$ cat src/rtl/uart_tx_fifo.sv
// UART transmitter fed by a small FIFO; frames are start, DATA_BITS LSB-first, optional parity, stop.
// Define UART_TX_PARITY_EN to enable the parity bit selected by parity_mode.
module uart_tx_fifo #(
  parameter int CLKS_PER_BIT = 10417,
  parameter int DATA_BITS    = 8,
  parameter int STOP_BITS    = 1,
  parameter int FIFO_DEPTH   = 16
) (
  input  logic                          clk,
  input  logic                          reset,
  input  logic [7:0]                    s_data,
  input  logic                          s_valid,
  output logic                          s_ready,
  input  logic [1:0]                    parity_mode,
  output logic                          tx,
  output logic                          tx_busy,
  output logic                          tx_done,
  output logic [$clog2(FIFO_DEPTH):0]   fifo_count,
  output logic                          fifo_full,
  output logic                          fifo_empty
);

  localparam int AW    = $clog2(FIFO_DEPTH);
  localparam int CNT_W = $clog2(STOP_BITS * CLKS_PER_BIT);
  localparam int IDX_W = $clog2(DATA_BITS);
  localparam logic [CNT_W-1:0] BIT_LAST  = CNT_W'(CLKS_PER_BIT - 1);
  localparam logic [CNT_W-1:0] STOP_LAST = CNT_W'(STOP_BITS * CLKS_PER_BIT - 1);
  localparam logic [IDX_W-1:0] IDX_LAST  = IDX_W'(DATA_BITS - 1);
  localparam logic [AW:0]      FULL_CNT  = (AW + 1)'(FIFO_DEPTH);

`ifdef UART_TX_PARITY_EN
  typedef enum logic [2:0] {IDLE, START, DATA, PARITY, STOP} state_t;

  function automatic logic parity_bit(input logic [DATA_BITS-1:0] d, input logic odd);
    return (^d) ^ odd;
  endfunction
`else
  typedef enum logic [2:0] {IDLE, START, DATA, STOP} state_t;
`endif

  // FIFO storage and pointers
  logic [DATA_BITS-1:0] mem [FIFO_DEPTH];
  logic [AW-1:0]        wr_ptr, rd_ptr;
  logic [DATA_BITS-1:0] rd_word;
  logic                 push, pop;

  assign fifo_full  = (fifo_count == FULL_CNT);
  assign fifo_empty = (fifo_count == '0);
  assign s_ready    = !fifo_full;
  assign push       = s_valid && s_ready;
  assign rd_word    = mem[rd_ptr];

  always_ff @(posedge clk) begin
    if (reset) begin
      wr_ptr     <= '0;
      rd_ptr     <= '0;
      fifo_count <= '0;
    end else begin
      if (push) wr_ptr <= wr_ptr + 1'b1;
      if (pop)  rd_ptr <= rd_ptr + 1'b1;
      case ({push, pop})
        2'b10:   fifo_count <= fifo_count + 1'b1;
        2'b01:   fifo_count <= fifo_count - 1'b1;
        default: fifo_count <= fifo_count;
      endcase
    end
  end

  always_ff @(posedge clk) begin
    if (push && !reset) mem[wr_ptr] <= s_data[DATA_BITS-1:0];
  end

  // Transmit FSM
  state_t               state, state_nx;
  logic [CNT_W-1:0]     clk_cnt, cnt_nx;
  logic [IDX_W-1:0]     bit_idx, idx_nx;
  logic [DATA_BITS-1:0] shift_q, shift_nx;
  logic                 tx_nx;
  logic                 load;
  logic                 par_en_q, par_en_nx;
  logic                 par_bit_q, par_bit_nx;

  always_comb begin
    state_nx   = state;
    cnt_nx     = clk_cnt + 1'b1;
    idx_nx     = bit_idx;
    shift_nx   = shift_q;
    tx_nx      = tx;
    par_en_nx  = par_en_q;
    par_bit_nx = par_bit_q;
    load       = 1'b0;
    pop        = 1'b0;
    tx_done    = 1'b0;
    case (state)
      IDLE: begin
        cnt_nx = '0;
        tx_nx  = 1'b1;
        load   = !fifo_empty;
      end
      START: begin
        if (clk_cnt == BIT_LAST) begin
          state_nx = DATA;
          cnt_nx   = '0;
          idx_nx   = '0;
          tx_nx    = shift_q[0];
        end
      end
      DATA: begin
        if (clk_cnt == BIT_LAST) begin
          cnt_nx = '0;
          if (bit_idx == IDX_LAST) begin
            state_nx = STOP;
            tx_nx    = 1'b1;
`ifdef UART_TX_PARITY_EN
            if (par_en_q) begin
              state_nx = PARITY;
              tx_nx    = par_bit_q;
            end
`endif
          end else begin
            idx_nx   = bit_idx + 1'b1;
            shift_nx = shift_q >> 1;
            tx_nx    = shift_q[1];
          end
        end
      end
`ifdef UART_TX_PARITY_EN
      PARITY: begin
        if (clk_cnt == BIT_LAST) begin
          state_nx = STOP;
          cnt_nx   = '0;
          tx_nx    = 1'b1;
        end
      end
`endif
      STOP: begin
        if (clk_cnt == STOP_LAST) begin
          tx_done  = 1'b1;
          state_nx = IDLE;
          tx_nx    = 1'b1;
          load     = !fifo_empty;
        end
      end
      default: state_nx = IDLE;
    endcase

    // Popping a word always launches its start bit on the next cycle.
    if (load) begin
      pop      = 1'b1;
      state_nx = START;
      cnt_nx   = '0;
      tx_nx    = 1'b0;
      shift_nx = rd_word;
`ifdef UART_TX_PARITY_EN
      par_en_nx  = (parity_mode == 2'b01) || (parity_mode == 2'b10);
      par_bit_nx = parity_bit(rd_word, parity_mode[1]);
`endif
    end
  end

  always_ff @(posedge clk) begin
    if (reset) begin
      state    <= IDLE;
      tx       <= 1'b1;
      clk_cnt  <= '0;
      bit_idx  <= '0;
      par_en_q <= 1'b0;
    end else begin
      state    <= state_nx;
      tx       <= tx_nx;
      clk_cnt  <= cnt_nx;
      bit_idx  <= idx_nx;
      par_en_q <= par_en_nx;
    end
  end

  always_ff @(posedge clk) begin
    shift_q   <= shift_nx;
    par_bit_q <= par_bit_nx;
  end

  assign tx_busy = (state != IDLE);

  // Upper s_data bits and, without parity support, parity_mode are intentionally ignored.
  logic unused_inputs;
  assign unused_inputs = ^{parity_mode, s_data};

endmodule

$ cat config.mk
export PLATFORM = sky130hd
export DESIGN_NAME = uart_tx_fifo
export DESIGN_NICKNAME = d
export VERILOG_FILES = /design/src/rtl/uart_tx_fifo.sv
export SDC_FILE = /design/constraint.sdc
export NUM_CORES = 1
export LEC_CHECK = 0
export ABC_CLOCK_PERIOD_IN_PS = 7900
export BUFFER_PORTS_ARGS = -buffer_cell sky130_fd_sc_hd__buf_4
export CAP_MARGIN = 5
export CORE_MARGIN = 8
export CORE_UTILIZATION = 60
export CTS_CLUSTER_DIAMETER = 80
export DETAILED_ROUTE_END_ITERATION = 12
export PLACE_DENSITY = 0.73
export SYNTH_ARGS = -nofsm -noshare
export SYNTH_HDL_FRONTEND = slang
export SYNTH_SLANG_ARGS = --single-unit
$ cat constraint.sdc
create_clock -name clk -period 7.9 [get_ports clk]
set_input_delay 1.185 -clock clk [delete_from_list [all_inputs] [get_ports clk]]
set_output_delay 1.185 -clock clk [all_outputs]
set_load 0.05 [all_outputs]
; Yosys cells after proc, flatten, opt, wreduce, memory -nomap -nowiden
; Memories as Yosys holds them, arrays and structs flattened. A register that Yosys moved wholly into a read port is not among the register bits.
; Cells that the tools add are included.
[word_totals]
ff_bits = 42
mem_bits_rw = 128
input_bits = 13
output_inout_bits = 11
elab_cells = 87
n_memories = 1
[memory_table]
columns = memory, depth, width, rd, rd_clocked_by_memory_dff, write_ports, line_no
row1 = mem, 16, 8, 1, 1, 1, 42  ; logic [DATA_BITS-1:0] mem [FIFO_DEPTH];
[op_classes]
n_addsub = 6
n_eq_ne = 19
n_mux = 31
n_bitwise = 1
n_reduce_logical = 20
[op_table]
columns = cell, count
row1 = $mux W8, 4
row2 = $pmux W14 S2, 1
row3 = $mux W3, 6
row4 = $add A14 B1 Y14 const B, 1
row5 = $eq A14 B14 Y1 const B, 1
row6 = $mux W14, 1
row7 = $ne A2 B2 Y1 const B, 7
row8 = $mux W1, 12
row9 = $ne A3 B3 Y1 const B, 4
row10 = $pmux W3 S4, 1
row11 = $pmux W5 S2, 1
row12 = $reduce_and A5 Y1, 2
row13 = $add A4 B1 Y4 const B, 2
row14 = $mux W4, 2
row15 = $reduce_and A4 Y1, 2
row16 = $reduce_bool A2 Y1, 4
row17 = $eq A3 B2 Y1 const B, 2
row18 = $pmux W3 S2, 1
row19 = $add A5 B1 Y5 const B, 1
row20 = $eq A5 B5 Y1 const B, 1
row21 = $logic_not A5 Y1, 1
row22 = $reduce_bool A5 Y1, 1
row23 = $sub A5 B1 Y5 const B, 1
row24 = $pmux W1 S4, 1
row25 = other kinds (13), 17

; Logic depth before layout (Yosys ltp)
; Gate-level depths: netlist of the first run.
[depth]
depth_word = 7
ltp_mapped = 14

; Worst setup path after synthesis of the first run
; Ideal clock, no wire load.
[synth_path]
path_type = input port to flip-flop
startpoint = input s_valid
endpoint = register fifo_count[4]
setup_ns = 0.071
t_arrival_ns = 3.228
required_time_ns = 7.829
path_slack_ns = 4.601
cell_stages = 9
n_path_buf = 0
cell_sequence = a21boi_1 -> inv_1 -> ha_1 -> ha_1 -> nor2b_1 -> o21ai_0 -> a21oi_1 -> or4_1 -> a21oi_1
[synth_via]
elab_chain_len = 3
[synth_lines]
columns = item, line_no
row1 = "start, declared", 12  ; input logic s_valid,
row2 = $logic_and A1 B1 Y1 (*), 50  ; assign push = s_valid && s_ready;
row3 = $eq A2 B1 Y1 or $eq A2 B2 Y1 (tied branches), 61  ; case ({push, pop})
row4 = $pmux W5 S2 or $reduce_bool A2 Y1 (tied branches), --
row5 = "end signal, assigned", 62  ; 2'b10: fifo_count <= fifo_count + 1'b1;
row6 = "end signal, assigned", 63  ; 2'b01: fifo_count <= fifo_count - 1'b1;
row7 = "end signal, assigned", 64  ; default: fifo_count <= fifo_count;
row8 = "end, declared", 18  ; output logic [$clog2(FIFO_DEPTH):0] fifo_count,
; Mark *: on every way between the ends. The rest lies on a longest branch, timed or not.
; A chain may end at the register's enable or synchronous reset.

; Worst setup path after layout of the first run
[layout_path]
startpoint = register clk_cnt[8]
endpoint = register fifo_count[4]
[layout_via]
elab_chain_len = 6
[layout_lines]
columns = item, line_no
row1 = "start, declared", 75  ; logic [CNT_W-1:0] clk_cnt, cnt_nx;
row2 = "start signal, assigned", 171  ; clk_cnt <= cnt_nx;
row3 = $eq A14 B14 Y1 (*), 137  ; if (clk_cnt == STOP_LAST) begin
row4 = $mux W1 (*), 137
row5 = $pmux W1 S2 (*), 94  ; case (state)
row6 = $mux W1 (*), 148  ; if (load) begin
row7 = $eq A2 B1 Y1 or $eq A2 B2 Y1 (tied branches), 61
row8 = $pmux W5 S2 or $reduce_bool A2 Y1 (tied branches), --
; Marked as above.

==> results.md, run 1 <==
* Status: complete, no violations
* Setup repair after global routing missed its margin: false
* Die Height at 125 um
* Yosys cell types at 46
* DRT iter0 DRCs at 266
* GRT met1 Usage at 19.7%
* Max stage delay cell, worst path: nor4b_1
* Final Max Slew Viols at 0
* Synth Area in Compound Gates at 5.26%
* Total number of yosys warnings at 0
* Fmax at 267 MHz
* H-tree levels at 4
* Post-Place Cells at 617
* N_diodes at 0
* Met2 Use GR at 29.5%
* Leak pwr at 2.67 nW
* Share of layout cells above drive strength 1 at 17.4%
* Global-route usage over all layers at 17.1%
* Type of origin of the critical path: register
* Final hold vios at 0
* Total CTS buffers at 17
* Slew @ Worst Pin at 0.935 ns
* Overall power at 0.00252 W
* Post-DP HPWL at 8.07 mm
* Top delay family on crit path: simple AND/OR/NAND/NOR gates
* VDD IR max at 0.000225 V
* Placed Area at 7420 um^2
* Clk_lat worst skew at 0.42 ns
* CTS root buffer: clkbuf_16
* Vias at 3,910
* Final min period at 3.74 ns
* Sequential fraction of the synthesis area at 67.4%
* Most used DFF post-synth: edfxtp_1
* Post-Synth XOR/XNOR Area at 2.32%
* Post-Syn Nets at 501
* Setup Skew at 0.00621 ns
* Drt drc at 0
* Synth top area share at 57.0%
* Clock tree sinks at 173
* Largest net degree at the start of global routing at 33
* Fillers at 799
* Mean Syn Cell Area at 15.3 um^2
* Grt total ovfl at 0
* Starting Density at 60.6%
* Total Die Area at 15,700 um^2
* EDFF count, synth at 136
* Simple-gate share of the synthesized area at 8.55%
* CTS tree: built
* Cells after synthesis at 468
* Setup WS pre-CTS at 4.13 ns
* Worst path bufs/invs at 2
* Core Region at 11,800 um^2
* Worst Path Arrival at 4.10 ns
* Vias in the first global route at 4,016
* Final TNS setup at 0 ns
* Post-synthesis mux area share at 10.7%
* Layout area overhead at 11.4%
* Seq cells post-synth at 173
* M3 GR Usage at 4.76%
* Count leader, synth: edfxtp_1
* Largest family of logic cells by synthesized area: multiplexers
* Num rows at 40
* Postcts setup bufs at 0
* Area leader, netlist: edfxtp_1
* Ys async rst share at 0%
* Critical Path Max Stage Delay at 0.61 ns
* Post-DRT Antenna Nets at 0
* Final net count at 522
* Pwr/cell area at 315 nW/um^2
* Max-cap violations at 0
* Worst-path fanout max at 21
* Die X at 125 um
* Drt via density at 6.03
* GP Congestion at 0.773
* Top Ports at 24
* Wirelength per Cell at 19.6 um
* Final WS setup at 4.16 ns
* Non-Filler Instances at 648
* Gr busiest metal: met2
* Synth area leaders: edfxtp_1, mux4_2, dfxtp_1
* Hold WC Path Type: reg2reg
* Design area at 7980 um^2
* Max_slew headroom at 37.4%
* Hold buffer count at CTS at 0
* First-pass GRT wire length at 20.5 mm
* Detailed-router iteration count before antenna repair at 5
* Final setup vio count at 0
* Max Root-Sink Buffers at 2
* Synthesized area at 7160 um^2
* Port bufs at 21
* Req. time, crit path at 8.26 ns
* Cell Chain, Critical Path: nor4b_1 > a41oi_1 > or2_2 > inv_2 > ha_1 > inv_1 > fa_1 > nor2b_1 > o21ai_0 > and3_1 > or4_1 > a21oi_1
* Clock transition at the registers of the reported paths at 0.06 ns
* Critical path class: reg2reg
* Synth Area in Adders at 3.60%
* Routed wire length at 12.7 mm
* Top post-synthesis cells by count: edfxtp_1, nor2_1, dfxtp_1, mux4_2, nand2_1
* Initial antenna violation count at 0
* Post-CTS Resized at 0
* Endpoint class of the critical path: register
* Period utilization at 47.3%
## placed cells by master, fill, tap and decap left out, types with 3 or more instances in the layout
master / n
a21oi_1: 11
a221oi_1: 8
a22o_1: 7
a22oi_1: 3
and2_1: 4
and3_1: 4
buf_4: 23
clkbuf_1: 3
clkbuf_16: 17
clkinv_1: 3
dfxtp_1: 36
edfxtp_1: 136
ha_1: 19
inv_1: 16
mux4_2: 33
nand2_1: 26
nand3_1: 9
nand4_1: 4
nor2_1: 54
nor2b_1: 4
nor3_1: 6
o21ai_0: 14
or3_1: 3
xnor2_1: 11
xor2_1: 8
## per-layer routing
layer  part of all wire, %  vias up
met2                    53       68
met1                    43     2005
met3                   3.3       17
met5                     0        -
li1                      -     1820
met4                   1.4        0
## path summary, 6_finish.rpt
path | start | slack, ns | cells after the start | end
worst max register to register | clk_cnt[8] | 4.16 | 12 | fifo_count[4]
worst min-delay path | clk_cnt[0] | 0.47 | 1 | clk_cnt[0]
worst min register to register | clk_cnt[0] | 0.47 | 1 | clk_cnt[0]
worst max-delay path | clk_cnt[8] | 4.16 | 12 | fifo_count[4]
## cells by family (layout without fill, tap and decap cells)
group | Yosys count | after routing
simple gates | 129 | 129
fa+ha+maj | 20 | 20
mux | 35 | 35
compound gates | 54 | 54
xor+xnor | 19 | 19
buf+inv | 38 | 71
flops | 173 | 173
## area by class of cell
type,instances,area (um^2),area share [%]
clock buffer,20,437,5.47
clock inverter,11,118,1.47
inverter,17,63.8,0.800
multi-input combinational,257,2180,27.3
sequential,173,4830,60.5
tap,147,184,2.31
timing repair buffer,23,173,2.16
## through the flow
| stage | util, % | hold WS (ns) |
|---|---|---|
| after floorplan | - | 0.437 |
| after global placement | 62.8 | 0.455 |
| after detailed placement | 62.8 | 0.464 |
| after CTS | 67.5 | 0.477 |
| after global routing | 67.5 | 0.518 |
| final | 67.5 | 0.475 |
## sequential cells by signal (all words and copies together), names as in the netlist, named ones only
name and cells:
shift_q 8, wr_ptr 4, clk_cnt 14, bit_idx 3, rd_ptr 4, state 2, mem 128, fifo_count 5
tx 1
## power by group
group / internal (W) / total, W / switching, W / leakage [nW]
combinational: 0.000245 / 0.000621 / 0.000376 / 0.878
clock: 0.000462 / 0.000785 / 0.000324 / 0.263
sequential: 0.00107 / 0.00111 / 0.0000431 / 1.53
total: 0.00177 / 0.00252 / 0.000743 / 2.67
Note: power is estimated with default switching activity, not from simulation.
==> inputs of run 2 (changes only) <==
Settings changed: ABC_CLOCK_PERIOD_IN_PS 7900 to 3300, CORE_UTILIZATION 60 to 55, PLACE_DENSITY 0.73 to 0.71.
Clock period 7.9 ns to 3.3 ns, I/O delays scaled along.
==> run 2 against run 1 <==
Compared with the run above: critical path type unchanged; critical path depth up 1; largest cell class unchanged; utilization fell by 2.9 points; total power is 150% higher; count of clock-buffer cells in the layout fell by 3.
==> results.md, run 2 (same netlist as run 1, synthesis figures left out) <==
* Detailed-router iteration count before antenna repair at 4
* Leak pwr at 2.75 nW
* Design area at 8190 um^2
* Drt drc at 0
* Regs by FF count: mem (128), clk_cnt (14), shift_q (8)
* Non-Filler Instances at 682
* Terminus of the critical flop-to-flop path: fifo_count[4]
* Pint at 0.00424 W
* Worst r2r path cells at 13
* R2R Path Start: clk_cnt[10]
* Top Ports at 24
* Placed Area at 7530 um^2
* Fillers at 909
* Period utilization at 91.8%
* Fmax at 330 MHz
* Most frequent cells in the layout: edfxtp_1, nor2_1, mux4_2
* CTS root buffer: clkbuf_16
* Sequential share of power at 43.1%
* Critical Path Max Stage Delay at 0.43 ns
* Post-DRT Antenna Nets at 0
* Core Region at 12,700 um^2
* Routed wire length at 12.7 mm
* Top delay family on crit path: simple AND/OR/NAND/NOR gates
* Hold buffer count at CTS at 0
* Worst Path Arrival at 3.39 ns
* Critical path class: reg2reg
* Vias in the first global route at 4,032
* Starting Density at 56.5%
* Num rows at 41
* Max reg flops at 128
* Layout area overhead at 14.5%
* Die Height at 130 um
* Post-DP HPWL at 8.21 mm
* Initial antenna violation count at 0
* Met2 Use GR at 28.5%
* Max-cap violations at 0
* Gr busiest metal: met2
* Final Max Slew Viols at 0
* Final net count at 530
* GP Congestion at 0.808
* Worst-path fanout max at 4
* Wirelength per Cell at 18.6 um
* H-tree levels at 4
* Port bufs at 21
* Clock tree sinks at 173
* Max_slew headroom at 39.9%
* Final min period at 3.03 ns
* Share of layout cells above drive strength 1 at 22.4%
* Clock transition at the registers of the reported paths at 0.07 ns
* Overall power at 0.00621 W
* Vias at 3,850
* Worst path bufs/invs at 3
* VDD IR max at 0.000508 V
* Hold WC Path Type: in2reg
* Slew @ Worst Pin at 0.898 ns
* M3 GR Usage at 4.37%
* WP depth at 13
* Type of origin of the critical path: register
* CTS tree: built
* R2R Setup Slk at 0.27 ns
* Req. time, crit path at 3.66 ns
* Die X at 130 um
* Setup repair after global routing missed its margin: false
* Clock group share of total power at 31.3%
* Drt via density at 5.65
* Cell Chain, Critical Path: nor4b_4 > buf_4 > a41oi_2 > or2_4 > inv_2 > ha_2 > inv_1 > fa_1 > nor2b_2 > o21ai_0 > and3_1 > or4_1 > a21oi_2
* Final hold vios at 0
* Final setup vio count at 0
* Clk_lat worst skew at 0.43 ns
* First-pass GRT wire length at 20.5 mm
* Worst Setup EP: fifo_count[4]
* DRT iter0 DRCs at 246
* Commonest non-fill, non-tap cell in the layout: edfxtp_1
* Max Root-Sink Buffers at 2
* Final TNS setup at 0 ns
* N_diodes at 0
* Pwr/cell area at 758 nW/um^2
* NetSw at 0.00197 W
* Total Die Area at 16,900 um^2
* Endpoint class of the critical path: register
* Grt total ovfl at 0
* Post-Place Cells at 650
* Most flops, register: mem
* Combinational Power Share at 25.7%
* Setup crit start: clk_cnt[10]
* Status: complete, no violations
* GRT met1 Usage at 19.4%
* Largest net degree at the start of global routing at 33
* Switching share of power at 31.7%
* Max stage delay cell, worst path: or4_1
* Total CTS buffers at 17
* Global-route usage over all layers at 16.4%
* Setup Skew at 0.0130 ns
[run 2: how the worst min path moves through the flow]
stage / to / slack, ns / cells after the start / startpoint
finish: mem[4][6] / 0.37 / 1 / s_data[6]
global route: mem[8][6] / 0.36 / 1 / s_data[6]
CTS: mem[6][7] / 0.35 / 1 / s_data[7]
detailed placement: clk_cnt[0] / 0.47 / 1 / clk_cnt[0]
global placement: clk_cnt[0] / 0.46 / 1 / clk_cnt[0]
floorplan: clk_cnt[0] / 0.44 / 1 / clk_cnt[0]
[run 2: worst register-to-register path: stages (launching register included)]
cell	delay [ns]
dfxtp_1	0.35
nor4b_4	0.30
buf_4	0.17
a41oi_2	0.13
or2_4	0.26
inv_2	0.06
ha_2	0.20
inv_1	0.08
fa_1	0.39
nor2b_2	0.13
o21ai_0	0.11
and3_1	0.21
or4_1	0.43
a21oi_2	0.14
[run 2: final cells by class]
| cell class | count | area [um^2] | share of cell area [%] |
|---|---|---|---|
| tap | 172 | 215 | 2.63 |
| clock inverter | 15 | 166 | 2.03 |
| clock buffer | 17 | 425 | 5.19 |
| multi-input combinational | 257 | 2250 | 27.4 |
| sequential | 173 | 4830 | 59.0 |
| timing repair buffer | 31 | 245 | 2.99 |
| inverter | 17 | 63.8 | 0.779 |
[run 2: power groups by stage]
stage | Clock [W] | Sequential [W] | Combinational [W]
global route | 0.00206 | 0.00269 | 0.00174
detailed placement | 0 | 0.00272 | 0.00155
finish | 0.00194 | 0.00267 | 0.00160
CTS | 0.00197 | 0.00267 | 0.00157
floorplan | 0 | 0.00277 | 0.00108
global placement | 0 | 0.00271 | 0.00152
[run 2: per-layer routing]
metal	vias up	part of all wire, %
met3	6	4.0
met5	-	0
met4	0	0.68
met1	1943	43
li1	1837	-
met2	64	53
[run 2: stage by stage]
stage / setup slack (ns) / utilization, % / hold slack [ns]
finish: 0.270 / 64.7 / 0.367
global route: 0.0951 / 64.7 / 0.364
CTS: 0.0597 / 64.1 / 0.354
detailed placement: 0.0453 / 59.4 / 0.472
global placement: 0.117 / 59.4 / 0.456
floorplan: 0.217 / - / 0.437
[run 2: what timing repair did]
| item | in CTS | in global routing |
|---|---|---|
| resized for setup | 1 | 15 |
| endpoints found under the setup margin | 1 | 1 |
| pin swaps | 0 | 1 |
| setup buffers | 0 | 0 |
==> inputs of run 3 (changes only) <==
Settings changed: RECOVER_POWER set to 50.
==> run 3 against run 2 <==
Compared with the run above: total power shrank 0.90%; non-clock buffer count is the same; setup slack gained 0.0052 ns; sequential power is essentially flat; combinational power shrank 4%; critical path depth is the same; sequential share of layout area grew 0.55 points; worst hold slack gained 0.057 ns; critical path type unchanged; largest cell class unchanged.
==> results.md, run 3 (same netlist as run 1, synthesis figures left out) <==
* Most flops, register: mem
* Hold WC Path Type: in2reg
* Core Region at 12,700 um^2
* DRT iter0 DRCs at 296
* Req. time, crit path at 3.66 ns
* Detailed-router iteration count before antenna repair at 5
* VDD IR max at 0.000506 V
* Type of origin of the critical path: register
* Max_slew headroom at 39.3%
* Worst path bufs/invs at 3
* Starting Density at 56.5%
* Regs by FF count: mem (128), clk_cnt (14), shift_q (8)
* Post-DP HPWL at 8.21 mm
* Final min period at 3.02 ns
* Max reg flops at 128
* Hold path cells at 2
* H-tree levels at 4
* Period utilization at 91.7%
* Top delay family on crit path: simple AND/OR/NAND/NOR gates
* First-pass GRT wire length at 20.5 mm
* Cell Chain, Critical Path: nor4b_4 > buf_4 > a41oi_2 > or2_4 > inv_2 > ha_2 > inv_1 > fa_1 > nor2b_2 > o21ai_0 > and3_1 > or4_1 > a21oi_2
* Commonest non-fill, non-tap cell in the layout: edfxtp_1
* GP Congestion at 0.808
* Die Height at 130 um
* Min-delay src: reset
* Fmax at 331 MHz
* Design area at 8120 um^2
* Wirelength per Cell at 18.6 um
* R2R Setup Slk at 0.28 ns
* Postcts setup bufs at 0
* Worst Path Arrival at 3.38 ns
* Vias at 3,848
* Status: complete, no violations
* Placed Area at 7530 um^2
* Setup Skew at 0.0143 ns
* Setup repair after global routing missed its margin: false
* Total Die Area at 16,900 um^2
* Worst-path fanout max at 4
* Max Root-Sink Buffers at 2
* Top Ports at 24
* Final Max Slew Viols at 0
* Largest net degree at the start of global routing at 33
* Post-Place Cells at 650
* Clock tree sinks at 173
* Non-Filler Instances at 682
* Global-route usage over all layers at 16.4%
* Vias in the first global route at 4,032
* CTS tree: built
* R2R Path Start: clk_cnt[10]
* Final hold vios at 0
* Pwr/cell area at 758 nW/um^2
* Worst r2r path cells at 13
* Routed wire length at 12.7 mm
* Die X at 130 um
* Clk_lat worst skew at 0.43 ns
* Total CTS buffers at 17
* Share of layout cells above drive strength 1 at 18.4%
* Final setup vio count at 0
* Port bufs at 21
* N_diodes at 0
* Hold Path End: wr_ptr[0]
* Drt drc at 0
* Critical Path Max Stage Delay at 0.43 ns
* Hold buffer count at CTS at 0
* Critical path class: reg2reg
* Initial antenna violation count at 0
* Final TNS setup at 0 ns
* Most frequent cells in the layout: edfxtp_1, nor2_1, mux4_2
* CTS root buffer: clkbuf_16
* Slew @ Worst Pin at 0.907 ns
* Max stage delay cell, worst path: or4_1
* Grt total ovfl at 0
* Endpoint class of the critical path: register
* Final net count at 530
* Clock transition at the registers of the reported paths at 0.07 ns
* Leak pwr at 2.68 nW
* Drt via density at 5.64
* Fillers at 921
* Layout area overhead at 13.4%
* Terminus of the critical flop-to-flop path: fifo_count[4]
* Num rows at 41
* Overall power at 0.00615 W
* Post-DRT Antenna Nets at 0
* Max-cap violations at 0
-- run 3: changes by cell type in the layout (fill, tap and decap cells not counted), sizes merged --
cell,change
buf,-19
clkbuf,+19
-- run 3: metrics by stage --
step                      utilization (%)  setup WS [ns]  hold WS (ns)
after floorplan                         -          0.217         0.437
after global placement               59.4          0.117         0.456
after detailed placement             59.4         0.0453         0.472
after CTS                            64.1         0.0597         0.354
after global routing                 64.1         0.0678         0.422
final                                64.1          0.275         0.424
-- run 3: how the worst max path moves through the flow --
stage	slack (ns)	end	cells past startpoint	start
3_3_place_gp	0.12	fifo_count[4]	13	clk_cnt[8]
6_report	0.28	fifo_count[4]	13	clk_cnt[10]
2_1_floorplan	0.22	fifo_count[4]	12	fifo_count[0]
5_1_grt	0.07	fifo_count[4]	13	clk_cnt[0]
4_1_cts	0.06	fifo_count[4]	13	clk_cnt[4]
3_5_place_dp	0.05	fifo_count[4]	13	clk_cnt[8]
-- run 3: layer usage --
metal	part of all wire, %	vias up	GRT usage, %
met1	44	1938	19.4
met3	3.5	9	4.37
met4	0.80	0	5.67
met5	0	-	0
met2	52	60	28.5
li1	-	1841	-
-- run 3: timing repair --
| action | 4_1_cts | 5_1_grt |
|---|---|---|
| setup endpoints to repair | 1 | 1 |
| pin swaps | 0 | 1 |
| gates resized for setup | 1 | 15 |
-- run 3: where the power goes --
group          switching (W)  internal (W)
Combinational       0.000926      0.000617
Sequential          0.000121       0.00255
Clock               0.000918       0.00102
-- run 3: final cells by class --
type | instances | area, um^2 | share of cell area (%)
clock buffers | 17 | 425 | 5.24
clock inverters | 15 | 166 | 2.05
inverters | 17 | 63.8 | 0.786
multi-input cells | 257 | 2240 | 27.6
flip-flops and latches | 173 | 4830 | 59.5
well taps | 172 | 215 | 2.65
repair buffers | 31 | 174 | 2.14
